### src/rtl/pos_cell_reader.sv
`default_nettype none
// ============================================================================
// Module   : pos_cell_reader
// Brief    : Reads a particle count and then particles 1..N from a cell memory,
//            streaming them through a credit-limited first-word-fall-through FIFO.
// Revision : 1.0 - initial release
// ============================================================================
module pos_cell_reader #(
    parameter int DATA_WIDTH   = 96,
    parameter int ADDR_WIDTH   = 8,
    parameter int PARTICLE_NUM = 220,
    parameter int FIFO_DEPTH   = 4
) (
    input  logic                  clk,
    input  logic                  rst,
    input  logic                  start,
    output logic                  busy,
    output logic                  done,
    output logic                  count_err,
    output logic [ADDR_WIDTH-1:0] particle_count,
    output logic [ADDR_WIDTH-1:0] rd_addr,
    output logic                  rd_en,
    input  logic [DATA_WIDTH-1:0] rd_data,
    output logic                  out_valid,
    input  logic                  out_ready,
    output logic [DATA_WIDTH-1:0] out_data,
    output logic [ADDR_WIDTH-1:0] out_pid
);

    localparam int CNT_W = $clog2(FIFO_DEPTH + 1);
    localparam int PTR_W = $clog2(FIFO_DEPTH);
    localparam logic [ADDR_WIDTH-1:0] MAX_COUNT = ADDR_WIDTH'(PARTICLE_NUM - 1);
    localparam logic [CNT_W:0]        CREDITS   = (CNT_W + 1)'(FIFO_DEPTH);
    localparam logic [PTR_W-1:0]      LAST_SLOT = PTR_W'(FIFO_DEPTH - 1);

    typedef enum logic [2:0] {
        S_IDLE     = 3'd0,
        S_RD_CNT   = 3'd1,
        S_WAIT_CNT = 3'd2,
        S_STREAM   = 3'd3,
        S_DRAIN    = 3'd4,
        S_DONE     = 3'd5
    } state_t;

    state_t state;
    state_t state_nxt;

    logic                  wait_phase;
    logic [ADDR_WIDTH-1:0] next_addr;
    logic [ADDR_WIDTH-1:0] raw_count;
    logic [ADDR_WIDTH-1:0] count_clamped;
    logic                  count_over;
    logic                  count_load;
    logic                  issue;

    logic                  tag_v1;
    logic                  tag_v2;
    logic [ADDR_WIDTH-1:0] tag_pid1;
    logic [ADDR_WIDTH-1:0] tag_pid2;

    logic [DATA_WIDTH-1:0] fifo_data [FIFO_DEPTH];
    logic [ADDR_WIDTH-1:0] fifo_pid  [FIFO_DEPTH];
    logic [PTR_W-1:0]      wr_ptr;
    logic [PTR_W-1:0]      rd_ptr;
    logic [CNT_W-1:0]      fifo_count;
    logic [CNT_W-1:0]      fifo_count_nxt;
    logic [CNT_W:0]        credit_sum;
    logic                  fifo_full;
    logic                  push;
    logic                  pop;

    // Count word arrives on the second WAIT_CNT cycle (2-cycle RAM latency).
    assign raw_count     = rd_data[ADDR_WIDTH-1:0];
    assign count_over    = (raw_count > MAX_COUNT);
    assign count_clamped = count_over ? MAX_COUNT : raw_count;
    assign count_load    = (state == S_WAIT_CNT) && wait_phase;

    assign push           = tag_v2;
    assign pop            = out_valid && out_ready;
    assign fifo_full      = (fifo_count == CNT_W'(FIFO_DEPTH));
    assign fifo_count_nxt = fifo_count + CNT_W'(push) - CNT_W'(pop);

    // Every issued read either sits in the tag pipe or in the FIFO until popped.
    assign credit_sum = {1'b0, fifo_count} + (CNT_W + 1)'(tag_v1) + (CNT_W + 1)'(tag_v2);

    always_ff @(posedge clk) begin
        if (rst) begin
            state      <= S_IDLE;
            wait_phase <= 1'b0;
        end else begin
            state      <= state_nxt;
            wait_phase <= (state == S_WAIT_CNT) && !wait_phase;
        end
    end

    always_comb begin
        state_nxt = state;
        issue     = 1'b0;
        case (state)
            S_IDLE: begin
                if (start) begin
                    state_nxt = S_RD_CNT;
                end
            end
            S_RD_CNT: begin
                state_nxt = S_WAIT_CNT;
            end
            S_WAIT_CNT: begin
                if (wait_phase) begin
                    state_nxt = (count_clamped == '0) ? S_DONE : S_STREAM;
                end
            end
            S_STREAM: begin
                issue = (credit_sum < CREDITS);
                if (issue && (next_addr == particle_count)) begin
                    state_nxt = S_DRAIN;
                end
            end
            S_DRAIN: begin
                if (!tag_v1 && !tag_v2 && (fifo_count_nxt == '0)) begin
                    state_nxt = S_DONE;
                end
            end
            S_DONE: begin
                state_nxt = S_IDLE;
            end
            default: begin
                state_nxt = S_IDLE;
            end
        endcase
    end

    assign busy    = (state != S_IDLE);
    assign done    = (state == S_DONE);
    assign rd_en   = (state == S_RD_CNT) || issue;
    assign rd_addr = (state == S_STREAM) ? next_addr : '0;

    always_ff @(posedge clk) begin
        if (rst) begin
            particle_count <= '0;
            count_err      <= 1'b0;
            next_addr      <= '0;
        end else if (count_load) begin
            particle_count <= count_clamped;
            next_addr      <= ADDR_WIDTH'(1);
            if (count_over) begin
                count_err <= 1'b1;
            end
        end else if (issue) begin
            next_addr <= next_addr + ADDR_WIDTH'(1);
        end
    end

    always_ff @(posedge clk) begin
        if (rst) begin
            tag_v1   <= 1'b0;
            tag_v2   <= 1'b0;
            tag_pid1 <= '0;
            tag_pid2 <= '0;
        end else begin
            tag_v1   <= issue;
            tag_pid1 <= next_addr;
            tag_v2   <= tag_v1;
            tag_pid2 <= tag_pid1;
        end
    end

    always_ff @(posedge clk) begin
        if (push) begin
            fifo_data[wr_ptr] <= rd_data;
            fifo_pid[wr_ptr]  <= tag_pid2;
        end
    end

    always_ff @(posedge clk) begin
        if (rst) begin
            wr_ptr     <= '0;
            rd_ptr     <= '0;
            fifo_count <= '0;
        end else begin
            if (push) begin
                wr_ptr <= (wr_ptr == LAST_SLOT) ? '0 : wr_ptr + PTR_W'(1);
            end
            if (pop) begin
                rd_ptr <= (rd_ptr == LAST_SLOT) ? '0 : rd_ptr + PTR_W'(1);
            end
            fifo_count <= fifo_count_nxt;
        end
    end

    // Outputs are forced to zero while empty so nothing stale is visible.
    assign out_valid = (fifo_count != '0);
    assign out_data  = out_valid ? fifo_data[rd_ptr] : '0;
    assign out_pid   = out_valid ? fifo_pid[rd_ptr]  : '0;

    a_no_push_on_full: assert property (@(posedge clk) disable iff (rst) !(push && fifo_full));

endmodule
`default_nettype wire
### config.mk
export PLATFORM = sky130hd
export DESIGN_NAME = pos_cell_reader
export DESIGN_NICKNAME = d
export VERILOG_FILES = /design/src/rtl/pos_cell_reader.sv
export SDC_FILE = /design/constraint.sdc
export NUM_CORES = 1
export LEC_CHECK = 0
export CAP_MARGIN = 30
export CORE_MARGIN = 4
export CORE_UTILIZATION = 35
export CTS_CLUSTER_SIZE = 28
export DETAILED_ROUTE_END_ITERATION = 12
export HOLD_SLACK_MARGIN = 0.12
export SYNTH_ARGS = -nofsm -noshare
export SYNTH_HDL_FRONTEND = slang
export SYNTH_SLANG_ARGS = --single-unit
export TNS_END_PERCENT = 1
### constraint.sdc
create_clock -name clk -period 8.2 [get_ports clk]
set_input_delay 0.82 -clock clk [delete_from_list [all_inputs] [get_ports clk]]
set_output_delay 0.82 -clock clk [all_outputs]
set_load 0.01 [all_outputs]
==> flow_summary.ini, run 1 <==
[status]
run_status = complete, no violations

[final_layout]
layout.nets = 1244
ff_latch_area_sq_mm = 0.0135
area_growth_syn_to_layout_pct = 25.5
fillers = 4274
antenna_cells = 0
final_area_sq_mm = 0.0223
finalNonFillerCells = 1840
final_layout_size_suffix_gt1_frac = 0.170
final_util = 0.445
multi_input_area_sq_mm = 0.00412

[clocking]
cts_sinks = 464
clock_tree_from_tritoncts = yes
postCtsSetupBuffers = 0
cts-htree-levels = 2
cts-buffers-inserted = 48
max-clock-path-buffers = 3
clkTransAtPathRegs_ns = 0.06
cts-root-buf = clkbuf_16
post_cts_hold_buffer_count = 0
cts_resized = 0
clk-insertion-delay-late_ns = 0.57

[sta]
fin_crit_sh = 0.492
setup_total_negative_slack_ns = 0
final_hold_viol_count = 0
max_freq_ghz = 0.248
slew_violations = 0
rsz_0062_raised_after_global_routing = false
finClkSkew_ns = 0.0130
timing.final.ws_setup_ns = 4.17
hold-worst-slack_ns = 0.436
setup_viol = 0
timing.max_slew.rel_slack = 0.479
max_slew.worst_pin.slew_ns = 0.782
min_period_ns = 4.03

[min_path]
worst_hold_path_type = register to register
hold_path_startpoint = tag_pid1[5]$_SDFF_PP0_
whs_path_depth = 1

[routing]
routed_wl_um = 37300
drtIter0Drc = 437
num_vias = 8810
remaining_drc_errors = 0
detail_route.vias_per_cell = 4.79
wire_per_inst_um = 20.3
tritonroute_pass_1_iters = 4
antenna_violating_nets_post_route = 0

[setup_path]
crit_type = register to output pin
timing.reg2reg.worst_path_depth = 10
required_ns = 7.38
worst-path-buf-inv = 3
max_stage_delay_ns = 0.83
path_depth = 5
path_max_fanout = 53
crit_path_cell_trace = buf_4 > buf_16 > mux4_2 > and2_1 > clkdlybuf4s50_1
crit_path_leading_delay_family = buffers and inverters
reg_to_reg_startpoint = fifo_count[1]$_SDFF_PP0_
end_kind = output pin
cp-start-kind = register
critPathArrivalTime_ns = 3.21
critical-path-slowest-cell = dfxtp_4

[place]
gp_congestion = 0.747
detailedPlace.worstSlack_ns = 4.46
placedInstanceArea_sq_mm = 0.0208
io_buffer_count = 224
numPlacedInstances = 1755
post-dp-hpwl_um = 22500

[global_route]
first_pass_grt_wire_length_um = 57200
grt_antenna_before_repair = 3
grtUsageTotal = 0.137
gr-total-overflow = 0
pin_count_of_the_biggest_net_entering_global_routing = 63
first_global_vias = 9491

[floorplan]
placement_rows = 82
start_util = 0.355
die_area_sq_mm = 0.0545
die_h_um = 234
die_w_um = 234
placeableCoreArea_sq_mm = 0.0502
io-pin-count = 225

[synthesis]
synth.ff_latch_count = 464
netlist_area_sq_mm = 0.0178
post_synth.cell_area_avg_sq_um = 19.9
synthesis_warning_total = 0
sequential_cell_area_fraction_in_the_yosys_report = 0.756
postSynthCellCount = 894
share_of_synthesized_flip_flops_with_an_asynchronous_set_or_reset = 0
synth_enable_flop_cells = 416
synthesis.nets = 1004
postSynth.topFlopCell = edfxtp_1
yosysUniqueCellTypes = 43

[power_and_ir_drop]
ir_worst_vdd_mv = 0.158
power_mw = 6.25
power_per_cell_area_mw_per_mm2 = 280
leakagePower_nw = 6.97

[job]
max_cap_violations = 0
[cells in the mapped netlist, types with 9 or more instances]
master / number / area (sq um)
nor2b_1: 19 / 119
edfxtp_1: 416 / 12500
nor2_1: 30 / 113
nand2_1: 16 / 60.1
buf_2: 13 / 65.1
ha_1: 9 / 113
mux4_2: 104 / 2340
xnor2_1: 16 / 140
nor3_1: 10 / 50.1
and2_1: 115 / 719
dfxtp_1: 48 / 961
clkbuf_1: 26 / 97.6
a21oi_1: 10 / 50.1
[state kept, by name, indices dropped and copies added (netlist names), 3 cells and up, named ones only]
| name | cells |
|---|---|
| tag_pid1 | 8 |
| fifo_count | 3 |
| fifo_data | 384 |
| fifo_pid | 32 |
| next_addr | 8 |
| tag_pid2 | 8 |
| state | 3 |
| particle_count | 8 |
[kinds of logic (layout without fill, tap and decap cells)]
group                      Yosys count  after routing  share of synthesized area
xor gates and xnor gates            16             16                    0.00787
buffers and inverters               53            327                     0.0136
adders and majority gates           10             10                    0.00745
AOI/OAI and AO/OA                   20             20                    0.00759
and+or+nand+nor                    223            223                     0.0739
muxes                              108            108                      0.134
DFF                                464            464                      0.756
[where the power goes]
part | switching, mW | total (mW) | internal, mW
Sequential | 0.0480 | 2.64 | 2.59
Clock | 0.856 | 2.04 | 1.19
Combinational | 0.692 | 1.57 | 0.880
[area by class of cell]
class                      count  area share
multi-input combinational    377       0.184
clock buffer                  60      0.0567
tap                          672      0.0376
timing repair buffer         238       0.109
sequential                   464       0.603
inverter                       5    0.000840
clock inverter                24     0.00874
[routing by layer]
layer  vias up  routed length [um]  global-route usage
met3        57                2020              0.0309
met5         -                  48                   0
met1      4530               16400               0.185
met4         6                 746              0.0390
met2       218               18100               0.224
li1       3999                   -                   -
[cell usage in the layout (no fill, tap or decap), types with 11 or more instances in the layout]
master | synthesis | routed
edfxtp_1 | 416 | 416
clkdlybuf4s50_1 | 0 | 223
and2_1 | 115 | 111
mux4_2 | 104 | 104
clkbuf_16 | 0 | 49
dfxtp_1 | 48 | 46
nor2_1 | 30 | 30
nor2b_1 | 19 | 19
nand2_1 | 16 | 16
xnor2_1 | 16 | 16
clkbuf_1 | 26 | 11
[path summary, 6_finish.rpt]
kind | end | slack [ns]
max | out_pid[4] | 4.17
min | tag_pid2[5]$_SDFF_PP0_ | 0.44
max reg2reg | state[0]$_SDFFE_PP0P_ | 5.36
min reg2reg | tag_pid2[5]$_SDFF_PP0_ | 0.44
(Power assumes the default switching activity.)
==> run 2, diff against run 1 <==
==> constraint.sdc (replaced) <==
create_clock -name clk -period 3.4 [get_ports clk]
set_input_delay 0.34 -clock clk [delete_from_list [all_inputs] [get_ports clk]]
set_output_delay 0.34 -clock clk [all_outputs]
set_load 0.01 [all_outputs]
==> run 2 against run 1 <==
Highest routed layer unchanged. Power increased by 150%. Worst hold slack got worse by 0.034 ns. Non-clock buffer count increased by 3. Sequential cell count unchanged. Clock power increased to 2.6 times the previous value. Utilization increased by 0.52 points. Register-to-register slack got worse by 4.5 ns. Die area unchanged. Global-route usage increased by 0.31 points.
==> flow_summary.ini, run 2 (synthesis gave the netlist of run 1 again) <==
[status]
run_status = complete, no violations

[routing]
drtIter0Drc = 507
remaining_drc_errors = 0
detail_route.vias_per_cell = 4.83
num_vias = 8949
routed_wl_um = 37900
met2_wirelength_um = 18400
antenna_violating_nets_post_route = 0
detailroute.wirelength.met3_um = 2270
routedLengthMet1_um = 16600
highest-signal-layer = met5
tritonroute_pass_1_iters = 4
wire_per_inst_um = 20.5

[sta]
min_period_ns = 3.19
setup_viol = 0
final_hold_viol_count = 0
rsz_0062_raised_after_global_routing = false
max_freq_ghz = 0.314
max_slew.worst_pin.slew_ns = 0.855
timing.final.ws_setup_ns = 0.213
fin_crit_sh = 0.937
finClkSkew_ns = 0.0150
hold-worst-slack_ns = 0.402
slew_violations = 0
timing.max_slew.rel_slack = 0.428

[floorplan]
start_util = 0.355
die_w_um = 234
io-pin-count = 225
die_h_um = 234
die_area_sq_mm = 0.0545
placement_rows = 82
placeableCoreArea_sq_mm = 0.0502

[job]
max_cap_violations = 0

[final_layout]
largestRegisters = fifo_data (384), fifo_pid (32)
final_area_sq_mm = 0.0226
layout.nets = 1249
area_growth_syn_to_layout_pct = 27.0
fillers = 4299
antenna_cells = 0
final_util = 0.450
final_common_cell = edfxtp_1
layout_common_cells = edfxtp_1 (416), clkdlybuf4s50_1 (224), and2_1 (111)
max_flop_register = fifo_data
flip_flop_count_of_the_largest_register_all_copies_and_words_added = 384
final_layout_size_suffix_gt1_frac = 0.173

[global_route]
first_pass_grt_wire_length_um = 58200
pin_count_of_the_biggest_net_entering_global_routing = 65
gr-total-overflow = 0
first_global_vias = 9667
grt_antenna_before_repair = 2
grtUsageTotal = 0.140

[setup_path]
timing.critical_path.mode_cell = nor2_1
max_stage_delay_ns = 0.56
critical_path.reg2reg.endpoint = state[0]$_SDFFE_PP0P_
crit_path_cell_trace = ha_1 > a21oi_2 > o31a_1 > nor2_1 > nor2b_1 > nor2_1 > clkdlybuf4s50_1
timing.reg2reg.worst_path_depth = 10
crit_type = register to output pin
cp-start-kind = register
rrSetupSlack_ns = 0.84
critPathArrivalTime_ns = 2.85
reg_to_reg_startpoint = fifo_count[1]$_SDFF_PP0_
end_kind = output pin
path_max_fanout = 10
critical-path-slowest-cell = dfxtp_1
required_ns = 3.06

[place]
post-dp-hpwl_um = 22800
placedInstanceArea_sq_mm = 0.0210
gp_congestion = 0.761
detailedPlace.worstSlack_ns = 0.814
io_buffer_count = 224

[clocking]
postCtsSetupBuffers = 0
clk-insertion-delay-late_ns = 0.57
cts-htree-levels = 2
post_cts_hold_buffer_count = 0
cts-buffers-inserted = 50
cts-root-buf = clkbuf_16
max-clock-path-buffers = 3
clkTransAtPathRegs_ns = 0.06
cts_resized = 0
clock_tree_from_tritoncts = yes
cts_sinks = 464

[power_and_ir_drop]
ir_worst_vdd_mv = 0.391
power_per_cell_area_mw_per_mm2 = 687
power_mw = 15.5
leakagePower_nw = 7.07

[min_path]
timing.hold.worst_endpoint = fifo_data[3][35]$_DFFE_PP_
worst_hold_path_type = input pin to register
whs_path_depth = 1
hold_path_startpoint = rd_data[35]
==> run 2: final cells by class <==
| type | instances | area, sq um | share of cell area |
|---|---|---|---|
| flip-flops and latches | 464 | 13500 | 0.596 |
| multi-input cells | 377 | 4120 | 0.182 |
| clock inverters | 27 | 312 | 0.0138 |
| clock buffers | 65 | 1330 | 0.0588 |
| repair buffers | 241 | 2520 | 0.111 |
| well taps | 672 | 841 | 0.0372 |
| inverters | 5 | 18.8 | 0.000830 |
==> run 2: worst max-delay path by stage <==
stage,startpoint,to,slack [ns],depth (start not counted)
after floorplan,push$_SDFF_PP0_,fifo_data[2][0]$_DFFE_PP_,-0.12,2
after global placement,push$_SDFF_PP0_,rd_en,0.84,7
after detailed placement,push$_SDFF_PP0_,rd_en,0.81,7
after CTS,push$_SDFF_PP0_,rd_en,0.16,7
after global routing,push$_SDFF_PP0_,rd_en,0.04,7
final,push$_SDFF_PP0_,rd_en,0.21,7
==> run 2: worst max-delay path, delay by kind of cell (launching register included) <==
kind                     cells  cell delay, ns
AO/OA/AOI/OAI                2            0.59
adder cells (fa/ha/maj)      1            0.32
flip-flops                   1            0.56
buffers and inverters        1            0.48
AND/OR/NAND/NOR              3            0.32
==> run 2: through the flow <==
| step | setup TNS [ns] | instances |
|---|---|---|
| floorplan | -37.21 | 894 |
| global placement | 0 | 1759 |
| detailed placement | 0 | 1759 |
| CTS | 0 | 1851 |
| global route | 0 | 1851 |
| finish | 0 | 1851 |
==> run 2: report_power, final <==
group	switching [mW]	total, mW	internal (mW)
Combinational	1.70	3.85	2.14
Clock	2.10	5.39	3.28
Sequential	0.0579	6.30	6.24
==> run 2: per-layer routing <==
metal | GRT usage | up-vias
li1 | - | 4012
met1 | 0.189 | 4651
met2 | 0.230 | 235
met3 | 0.0354 | 47
met4 | 0.0316 | 4
met5 | 0 | -
==> run 3, diff against run 2 <==
--- a/config.mk
+++ b/config.mk
@@ -11,6 +11,7 @@
 export CTS_CLUSTER_SIZE = 28
 export DETAILED_ROUTE_END_ITERATION = 12
 export HOLD_SLACK_MARGIN = 0.12
+export PLACE_DENSITY = 0.61
 export SYNTH_ARGS = -nofsm -noshare
 export SYNTH_HDL_FRONTEND = slang
 export SYNTH_SLANG_ARGS = --single-unit
==> run 3 against run 2 <==
First-iteration DRC count increased by 4.9%. Register-to-register slack improved by 0.07 ns. Clock power decreased by 2%. Largest cell class unchanged.
==> flow_summary.ini, run 3 (synthesis gave the netlist of run 1 again) <==
[status]
run_status = complete, no violations

[global_route]
first_global_vias = 9825
first_pass_grt_wire_length_um = 58300
grt_antenna_before_repair = 4
gr-total-overflow = 0
grtUsageTotal = 0.140
pin_count_of_the_biggest_net_entering_global_routing = 107

[setup_path]
crit_path_leading_delay_family = compound AO/OA/AOI/OAI gates
timing.critical_path.mode_cell = nor2_1
crit_path_cell_trace = ha_1 > a21oi_2 > o31a_1 > nor2_1 > nor2b_1 > nor2_1 > clkdlybuf4s50_1
cp-start-kind = register
path_max_fanout = 10
critical-path-slowest-cell = dfxtp_1
end_kind = output pin
max_stage_delay_ns = 0.53
critPathArrivalTime_ns = 2.79
crit_type = register to output pin
worst-path-buf-inv = 1
required_ns = 3.06

[sta]
fin_crit_sh = 0.921
min_period_ns = 3.13
hold-worst-slack_ns = 0.398
final_hold_viol_count = 0
finClkSkew_ns = 0.0147
slew_violations = 0
timing.max_slew.rel_slack = 0.482
timing.final.ws_setup_ns = 0.269
max_freq_ghz = 0.319
rsz_0062_raised_after_global_routing = false
setup_viol = 0
max_slew.worst_pin.slew_ns = 0.777

[power_and_ir_drop]
leakagePower_nw = 7.04
power_per_cell_area_mw_per_mm2 = 686
ir_worst_vdd_mv = 0.580
power_mw = 15.5

[routing]
num_vias = 8989
met2_wirelength_um = 19000
wire_per_inst_um = 20.5
detail_route.vias_per_cell = 4.86
routed_wl_um = 38000
routedLengthMet1_um = 16000
highest-signal-layer = met5
tritonroute_pass_1_iters = 4
antenna_violating_nets_post_route = 0
remaining_drc_errors = 0
detailroute.wirelength.met3_um = 2200
drtIter0Drc = 532

[place]
detailedPlace.worstSlack_ns = 0.848
io_buffer_count = 224
gp_congestion = 0.769
post-dp-hpwl_um = 22000

[floorplan]
placeableCoreArea_sq_mm = 0.0502
start_util = 0.355
die_w_um = 234
die_h_um = 234
placement_rows = 82
io-pin-count = 225
die_area_sq_mm = 0.0545

[final_layout]
max_flop_register = fifo_data
multi_input_area_sq_mm = 0.00412
final_util = 0.449
fillers = 4320
layout.nets = 1247
layout_common_cells = edfxtp_1 (416), clkdlybuf4s50_1 (224), and2_1 (111)
area_growth_syn_to_layout_pct = 26.7
largestRegisters = fifo_data (384), fifo_pid (32)
final_layout_size_suffix_gt1_frac = 0.173
ff_latch_area_sq_mm = 0.0135
flip_flop_count_of_the_largest_register_all_copies_and_words_added = 384
final_common_cell = edfxtp_1

[clocking]
cts-root-buf = clkbuf_16
clkTransAtPathRegs_ns = 0.06
cts-buffers-inserted = 49
clk-insertion-delay-late_ns = 0.58
cts_resized = 0
post_cts_hold_buffer_count = 0
max-clock-path-buffers = 3
postCtsSetupBuffers = 0
cts_sinks = 464
cts-htree-levels = 2
clock_tree_from_tritoncts = yes

[min_path]
worst_hold_path_type = input pin to register

[job]
max_cap_violations = 0
[run 3: cell types whose count changed in the layout (fill, tap and decap cells not counted)]
cell,delta
buf_4,-1
bufinv_16,-2
clkbuf_1,-1
clkinv_1,-1
clkinv_2,+2
clkinv_4,+1
clkinvlp_2,+1
diode_2,+2
inv_6,-1
[run 3: final cells by class]
cell class | count | share of cell area
clock buffers | 64 | 0.0588
inverters | 5 | 0.000832
repair buffers | 240 | 0.111
flip-flops and latches | 464 | 0.597
well taps | 672 | 0.0373
diodes | 2 | 0.000222
clock inverters | 27 | 0.0117
multi-input cells | 377 | 0.183
[run 3: final timing paths]
| kind | slack (ns) | start | depth (start not counted) | endpoint |
|---|---|---|---|---|
| max | 0.27 | push$_SDFF_PP0_ | 7 | rd_en |
| min | 0.40 | rd_data[28] | 1 | fifo_data[1][28]$_DFFE_PP_ |
| max reg2reg | 0.91 | fifo_count[1]$_SDFF_PP0_ | 10 | state[0]$_SDFFE_PP0P_ |
| min reg2reg | 0.43 | tag_pid1[1]$_SDFF_PP0_ | 1 | tag_pid2[1]$_SDFF_PP0_ |
[run 3: metrics by stage]
| step | cell area [sq um] | cells | setup TNS [ns] |
|---|---|---|---|
| CTS | 22500 | 1849 | 0 |
| detailed placement | 21000 | 1758 | 0 |
| finish | 22500 | 1851 | 0 |
| global route | 22500 | 1850 | 0 |
| global placement | 21000 | 1758 | 0 |
| floorplan | 17800 | 894 | -37.21 |
[run 3: layer usage]
| layer | global-route usage | vias to the layer above |
|---|---|---|
| met5 | 0 | - |
| met4 | 0.0360 | 4 |
| met3 | 0.0373 | 62 |
| met2 | 0.234 | 222 |
| met1 | 0.182 | 4677 |
| li1 | - | 4024 |
[run 3: where the power goes]
group / total [mW] / switching, mW / internal (mW)
sequential: 6.31 / 0.0687 / 6.24
combinational: 3.89 / 1.74 / 2.15
clock: 5.26 / 2.14 / 3.12
[run 3: worst register-to-register path: stages, from the launching register on]
cell and delay (ns):
dfxtp_1 0.36, or3_4 0.42, nand2_1 0.18, xnor2_1 0.14, ha_1 0.16, inv_1 0.05
fa_1 0.51, nand2b_1 0.06, nor4_1 0.19, a31oi_1 0.12, o32ai_1 0.22
